[config.mk]
export PLATFORM = sky130hd
export DESIGN_NAME = tdm_demux
export DESIGN_NICKNAME = d
export VERILOG_FILES = /design/src/rtl/tdm_demux_pkg.sv /design/src/rtl/tdm_slot_shifter.sv /design/src/rtl/tdm_demux.sv
export SDC_FILE = /design/constraint.sdc
export NUM_CORES = 1
export LEC_CHECK = 0
export CORE_ASPECT_RATIO = 1.2
export CORE_MARGIN = 2
export CORE_UTILIZATION = 50
export CTS_BUF_LIST = sky130_fd_sc_hd__clkbuf_2
export DETAILED_ROUTE_END_ITERATION = 10
export PLACE_DENSITY = 0.79
export SLEW_MARGIN = 30
export SYNTH_ARGS = -nofsm -noshare
export SYNTH_HDL_FRONTEND = slang
export SYNTH_SLANG_ARGS = --single-unit
[constraint.sdc]
create_clock -name clk -period 2.5 [get_ports clk]
set_clock_uncertainty 0.15 [all_clocks]
set_input_delay 0.25 -clock clk [delete_from_list [all_inputs] [get_ports clk]]
set_output_delay 0.25 -clock clk [all_outputs]
set_load 0.02 [all_outputs]
[src/rtl/tdm_demux_pkg.sv]
// ============================================================================
//  Package : tdm_demux_pkg
//  Brief   : Shared frame-format definitions for the TDM link (state
//            encoding, default frame geometry, counter sizing helper).
//  Rev     : 1.0  initial release
// ============================================================================
`default_nettype none

package tdm_demux_pkg;

    // Receiver lock state: hunting for fsync, or receiving locked frames.
    typedef enum logic {
        S_HUNT = 1'b0,
        S_RECV = 1'b1
    } tdm_state_e;

    // Default frame format, shared with the transmit side.
    localparam int unsigned DEF_N_CH = 4;
    localparam int unsigned DEF_W    = 8;

    // Counter width able to hold 0..v-1, never narrower than one bit.
    function automatic int unsigned cnt_width(input int unsigned v);
        return (v <= 2) ? 1 : $clog2(v);
    endfunction

endpackage

`default_nettype wire

[src/rtl/tdm_slot_shifter.sv]
// ============================================================================
//  Module  : tdm_slot_shifter
//  Brief   : W-bit MSB-first shift register with enable and clear. The
//            newest bit lands in bit 0, so after W shifts the first bit
//            received sits in the MSB.
//  Rev     : 1.0  initial release
// ============================================================================
`default_nettype none

module tdm_slot_shifter #(
    parameter int unsigned W = 8
) (
    input  logic         clk,
    input  logic         rst_n,
    input  logic         en_i,     // shift one bit in
    input  logic         clr_i,    // with en_i: restart the word from bit_i
    input  logic         bit_i,
    output logic [W-1:0] word_o
);

    logic [W-1:0] shift_q;

    // Shift on enable; a clear discards the partial word so bit_i starts fresh.
    always_ff @(posedge clk or negedge rst_n) begin
        if (!rst_n) begin
            shift_q <= '0;
        end else if (en_i) begin
            if (clr_i) begin
                shift_q <= {{(W-1){1'b0}}, bit_i};
            end else begin
                shift_q <= {shift_q[W-2:0], bit_i};
            end
        end
    end

    assign word_o = shift_q;

endmodule

`default_nettype wire

[src/rtl/tdm_demux.sv]
// ============================================================================
//  Module  : tdm_demux
//  Brief   : TDM receive demultiplexer. Locks to fsync, deserialises N_CH
//            slots of W bits (MSB first) per frame and presents each slot
//            on its own registered channel output with a 1-cycle valid.
//  Rev     : 1.0  initial release
// ============================================================================
`default_nettype none

module tdm_demux
    import tdm_demux_pkg::*;
#(
    parameter int unsigned N_CH = DEF_N_CH,
    parameter int unsigned W    = DEF_W
) (
    input  logic              clk,
    input  logic              rst_n,
    input  logic              bit_en,
    input  logic              sdi,
    input  logic              fsync,
    output logic [N_CH*W-1:0] ch_data,
    output logic [N_CH-1:0]   ch_valid,
    output logic              frame_done,
    output logic              sync_err,
    output logic              locked
);

    localparam int unsigned BW = cnt_width(W);
    localparam int unsigned CW = cnt_width(N_CH);

    localparam logic [BW-1:0] C_LAST_BIT = BW'(W - 1);
    localparam logic [CW-1:0] C_LAST_CH  = CW'(N_CH - 1);

    tdm_state_e        state_q;
    logic [BW-1:0]     bit_cnt_q;
    logic [CW-1:0]     ch_cnt_q;
    logic [N_CH*W-1:0] ch_data_q;
    logic [N_CH-1:0]   ch_valid_q;
    logic              frame_done_q;
    logic              sync_err_q;

    logic              w_hunt;
    logic              w_frame_start;
    logic              w_misplaced;
    logic              w_missing;
    logic              w_slot_end;
    logic              w_sh_en;
    logic              w_sh_clr;
    logic [W-1:0]      w_sh_word;
    logic [W-1:0]      w_slot_word;

    assign w_hunt        = (state_q == S_HUNT);
    assign w_frame_start = (bit_cnt_q == '0) && (ch_cnt_q == '0);
    // fsync where no frame starts: drop the partial slot and restart here.
    assign w_misplaced   = !w_hunt && fsync && !w_frame_start;
    // No fsync where a frame must start: lose lock, the bit is discarded.
    assign w_missing     = !w_hunt && !fsync && w_frame_start;
    assign w_slot_end    = (bit_cnt_q == C_LAST_BIT);

    // In HUNT only the fsync bit is captured; a missing fsync captures nothing.
    assign w_sh_en  = bit_en && (w_hunt ? fsync : !w_missing);
    assign w_sh_clr = w_hunt || w_misplaced;

    tdm_slot_shifter #(
        .W (W)
    ) u_shifter (
        .clk    (clk),
        .rst_n  (rst_n),
        .en_i   (w_sh_en),
        .clr_i  (w_sh_clr),
        .bit_i  (sdi),
        .word_o (w_sh_word)
    );

    // The completing bit is still on sdi, so the slot word is assembled here.
    assign w_slot_word = {w_sh_word[W-2:0], sdi};

    // Lock FSM, bit/slot counters, fsync checker and registered outputs.
    always_ff @(posedge clk or negedge rst_n) begin
        if (!rst_n) begin
            state_q      <= S_HUNT;
            bit_cnt_q    <= '0;
            ch_cnt_q     <= '0;
            ch_data_q    <= '0;
            ch_valid_q   <= '0;
            frame_done_q <= 1'b0;
            sync_err_q   <= 1'b0;
        end else begin
            ch_valid_q   <= '0;
            frame_done_q <= 1'b0;
            sync_err_q   <= 1'b0;
            if (bit_en) begin
                unique case (state_q)
                    S_HUNT: begin
                        if (fsync) begin
                            state_q   <= S_RECV;
                            bit_cnt_q <= BW'(1);
                            ch_cnt_q  <= '0;
                        end
                    end
                    S_RECV: begin
                        if (w_misplaced) begin
                            sync_err_q <= 1'b1;
                            bit_cnt_q  <= BW'(1);
                            ch_cnt_q   <= '0;
                        end else if (w_missing) begin
                            sync_err_q <= 1'b1;
                            state_q    <= S_HUNT;
                        end else if (w_slot_end) begin
                            for (int c = 0; c < int'(N_CH); c++) begin
                                if (ch_cnt_q == CW'(c)) begin
                                    ch_data_q[c*W +: W] <= w_slot_word;
                                    ch_valid_q[c]       <= 1'b1;
                                end
                            end
                            bit_cnt_q <= '0;
                            if (ch_cnt_q == C_LAST_CH) begin
                                ch_cnt_q     <= '0;
                                frame_done_q <= 1'b1;
                            end else begin
                                ch_cnt_q <= ch_cnt_q + CW'(1);
                            end
                        end else begin
                            bit_cnt_q <= bit_cnt_q + BW'(1);
                        end
                    end
                    default: state_q <= S_HUNT;
                endcase
            end
        end
    end

    assign ch_data    = ch_data_q;
    assign ch_valid   = ch_valid_q;
    assign frame_done = frame_done_q;
    assign sync_err   = sync_err_q;
    assign locked     = (state_q == S_RECV);

endmodule

`default_nettype wire

==> results_dict.tcl <==
set metrics [dict create \
    rows 25 \
    end_kind "flop" \
    fp.dieArea_sq_um 4590 \
    cts_root_buffer "clkbuf_2" \
    clk_pin_slew_ps 250 \
    routed.top_layer "met4" \
    critPathRequiredTime_ps 2680 \
    reg2reg_from "ch_cnt_q[0]" \
    postLayoutCoreUtil_pct 66.1 \
    numCtsBuffers 5 \
    cellPowerDensity_nw_per_um2 675 \
    worstSetupStartpoint "ch_cnt_q[0]" \
    core_area_sq_um 3910 \
    drt_iter0_markers 73 \
    max-slew-margin-rel_pct 69.5 \
    drive_gt1_share_pct 26.7 \
    diodes 0 \
    min_path_type "in2async" \
    die_x_um 62.2 \
    areaGrowthSynthToFinish_pct 27.4 \
    dpl.hpwl_mm 2.94 \
    track_usage_pct 20.2 \
    yosysSeqAreaShare_pct 61.7 \
    setup_viol 0 \
    min_period_ps 2290 \
    num-fill-cells 296 \
    fin_ws_ps 210 \
    netlist_instances 136 \
    max_slew.worst_pin.slew_ps 457 \
    grt_pass1_wl_mm 7.02 \
    p_int_uw 1170 \
    wl_met2_mm 2.21 \
    cts_buffer_depth 2 \
    wl_per_cell_um 17.5 \
    ys_ff_latch 50 \
    path_class "reg2reg" \
    place.gp.congestion 0.881 \
    synth_warnings 0 \
    rsz0062_at_grt "no" \
    wl_mm 4.21 \
    io_buffers 43 \
    worstPathMaxFanout 9 \
    firstDrtPassIters 4 \
    ff2ff_path_depth 6 \
    mostFrequentLayoutCell "dfrtp_1" \
    p_sw_share_pct 33.2 \
    finalSetupTns_ps 0 \
    synth_cell_types 24 \
    pre_cts_slack_ps 233 \
    min_period_over_period_pct 91.6 \
    dieHeight_um 73.8 \
    viasPerCell 5.41 \
    antenna_found_initial 0 \
    syn_area_sq_um 2030 \
    drc 0 \
    pwr-share-clk_pct 18.9 \
    drv_cap 0 \
    grt_overflow 0 \
    m1WireLength_mm 1.71 \
    slew_viol_final 0 \
    grt_max_degree 51 \
    num_vias 1305 \
    seqPwrFrac_pct 56.9 \
    pwr-share-comb_pct 24.2 \
    cts_tree "yes" \
    reg2reg_slack_ps 210 \
    status "complete, no violations" \
    cp-start-kind "flop" \
    final_cell_mix "50 x dfrtp_1, 42 x clkdlybuf4s50_1, 33 x mux2_2, 10 x inv_1" \
    peakVddDrop_uv 514 \
    ioPinCount 44 \
    critPathArrivalTime_ps 2470 \
    crit_end "ch_data[16]" \
    p_leak_uw 0.00129 \
    clk_latency_ps 430 \
    start_util_pct 51.9 \
    r2r-end "ch_data[16]" \
    grt_pass1_vias 1418 \
    ant_nets 0 \
    clock.fmax_mhz 437 \
    cts_sinks 50 \
    finalHoldViolCount 0 \
    wl_met3_um 214 \
    p_sw_uw 579 \
    h-tree-depth 2 \
    fin_nets 199 \
    synth.avg_cell_area_sq_um 14.9 \
    synthesis.nets 149 \
]
## flip-flops by register name, indices dropped and copies added, names as in the netlist
| signal | cells |
|---|---|
| ch_data | 32 |
| u_shifter.word_o | 7 |
| ch_cnt_q | 2 |
| sync_err | 1 |
| bit_cnt_q | 3 |
| ch_valid | 4 |
| locked | 1 |
## stage by stage
step	instances	power, uW	hold slack, ps	cell area, sq um
floorplan	136	1240	-196	2030
global placement	232	1390	102	2530
detailed placement	232	1430	108	2530
CTS	241	1750	152	2580
global route	241	1840	131	2580
finish	241	1750	140	2580
## logic make-up (layout without fill, tap and decap cells)
kind of cell / Yosys count / count (layout) / share of synthesized area (%)
flip-flops: 50 / 50 / 61.7
multiplexers: 33 / 33 / 18.3
adder cells (fa/ha/maj): 8 / 8 / 4.93
AND/OR/NAND/NOR: 18 / 18 / 6.72
buffers and inverters: 13 / 64 / 2.71
AO/OA/AOI/OAI: 14 / 14 / 5.67
## power by group through the flow
stage | Sequential, uW | Combinational [uW] | Clock (uW)
after CTS | 992 | 424 | 337
after floorplan | 1020 | 219 | 0
after global placement | 999 | 392 | 0
final | 994 | 422 | 329
after detailed placement | 1010 | 421 | 0
after global routing | 1010 | 457 | 373
## per-layer routing
metal	global-route usage [%]	up-vias
met5	0	-
met4	7.65	0
met3	4.75	10
met2	36.0	49
met1	24.2	662
li1	-	584
## synthesized netlist by cell type
| library cell | n | share of area, % |
|---|---|---|
| nand3_1 | 1 | 0.25 |
| buf_2 | 2 | 0.49 |
| a32o_1 | 1 | 0.49 |
| and4bb_4 | 1 | 0.80 |
| dfrtp_1 | 50 | 62 |
| a21oi_1 | 1 | 0.25 |
| inv_1 | 10 | 1.8 |
| nor2_4 | 1 | 0.55 |
| o2bb2ai_1 | 1 | 0.43 |
| o21ai_0 | 1 | 0.25 |
| a31o_1 | 1 | 0.43 |
| or3_1 | 1 | 0.31 |
| and2_1 | 1 | 0.31 |
| nor2_1 | 1 | 0.18 |
| nor3_1 | 1 | 0.25 |
| buf_4 | 1 | 0.37 |
| or2_2 | 1 | 0.31 |
| nand2_1 | 5 | 0.92 |
| ha_1 | 8 | 4.9 |
| nand4_2 | 4 | 2.5 |
| nand3b_1 | 1 | 0.37 |
| mux2_2 | 33 | 18 |
| a22oi_1 | 1 | 0.37 |
| a22o_1 | 8 | 3.5 |
## repair_timing
action | in CTS | in global routing
gates resized for setup | 0 | 0
hold buffers | 1 | 0
setup buffers | 0 | 0
hold endpoints to repair | 50 | 0
## critical path, cell delays in order, from the launching register on
cell and delay, ps:
dfrtp_1 500, inv_1 100, ha_1 210, nand3b_1 120, nand2_1 280, nand4_2 410, mux2_2 410
## worst min-delay path by stage
stage                      from      endpoint  slack (ps)  depth (start not counted)
final                     rst_n  bit_cnt_q[2]         140                          3
after global routing      rst_n   ch_data[19]         130                          3
after CTS                 rst_n    ch_data[6]         150                          3
after detailed placement  rst_n  bit_cnt_q[2]         110                          2
after global placement    rst_n      sync_err         100                          2
after floorplan           rst_n  bit_cnt_q[0]        -200                          0
## area by class of cell
| cell class | count | area (sq um) | share of cell area [%] |
|---|---|---|---|
| Clock buffer | 6 | 30.0 | 1.16 |
| Clock inverter | 2 | 12.5 | 0.484 |
| Inverter | 10 | 37.5 | 1.45 |
| Multi-Input combinational cell | 73 | 723 | 28.0 |
| Sequential cell | 50 | 1250 | 48.4 |
| Tap cell | 54 | 67.6 | 2.61 |
| Timing Repair Buffer | 46 | 463 | 17.9 |
Power figures use the tool's default switching activity.
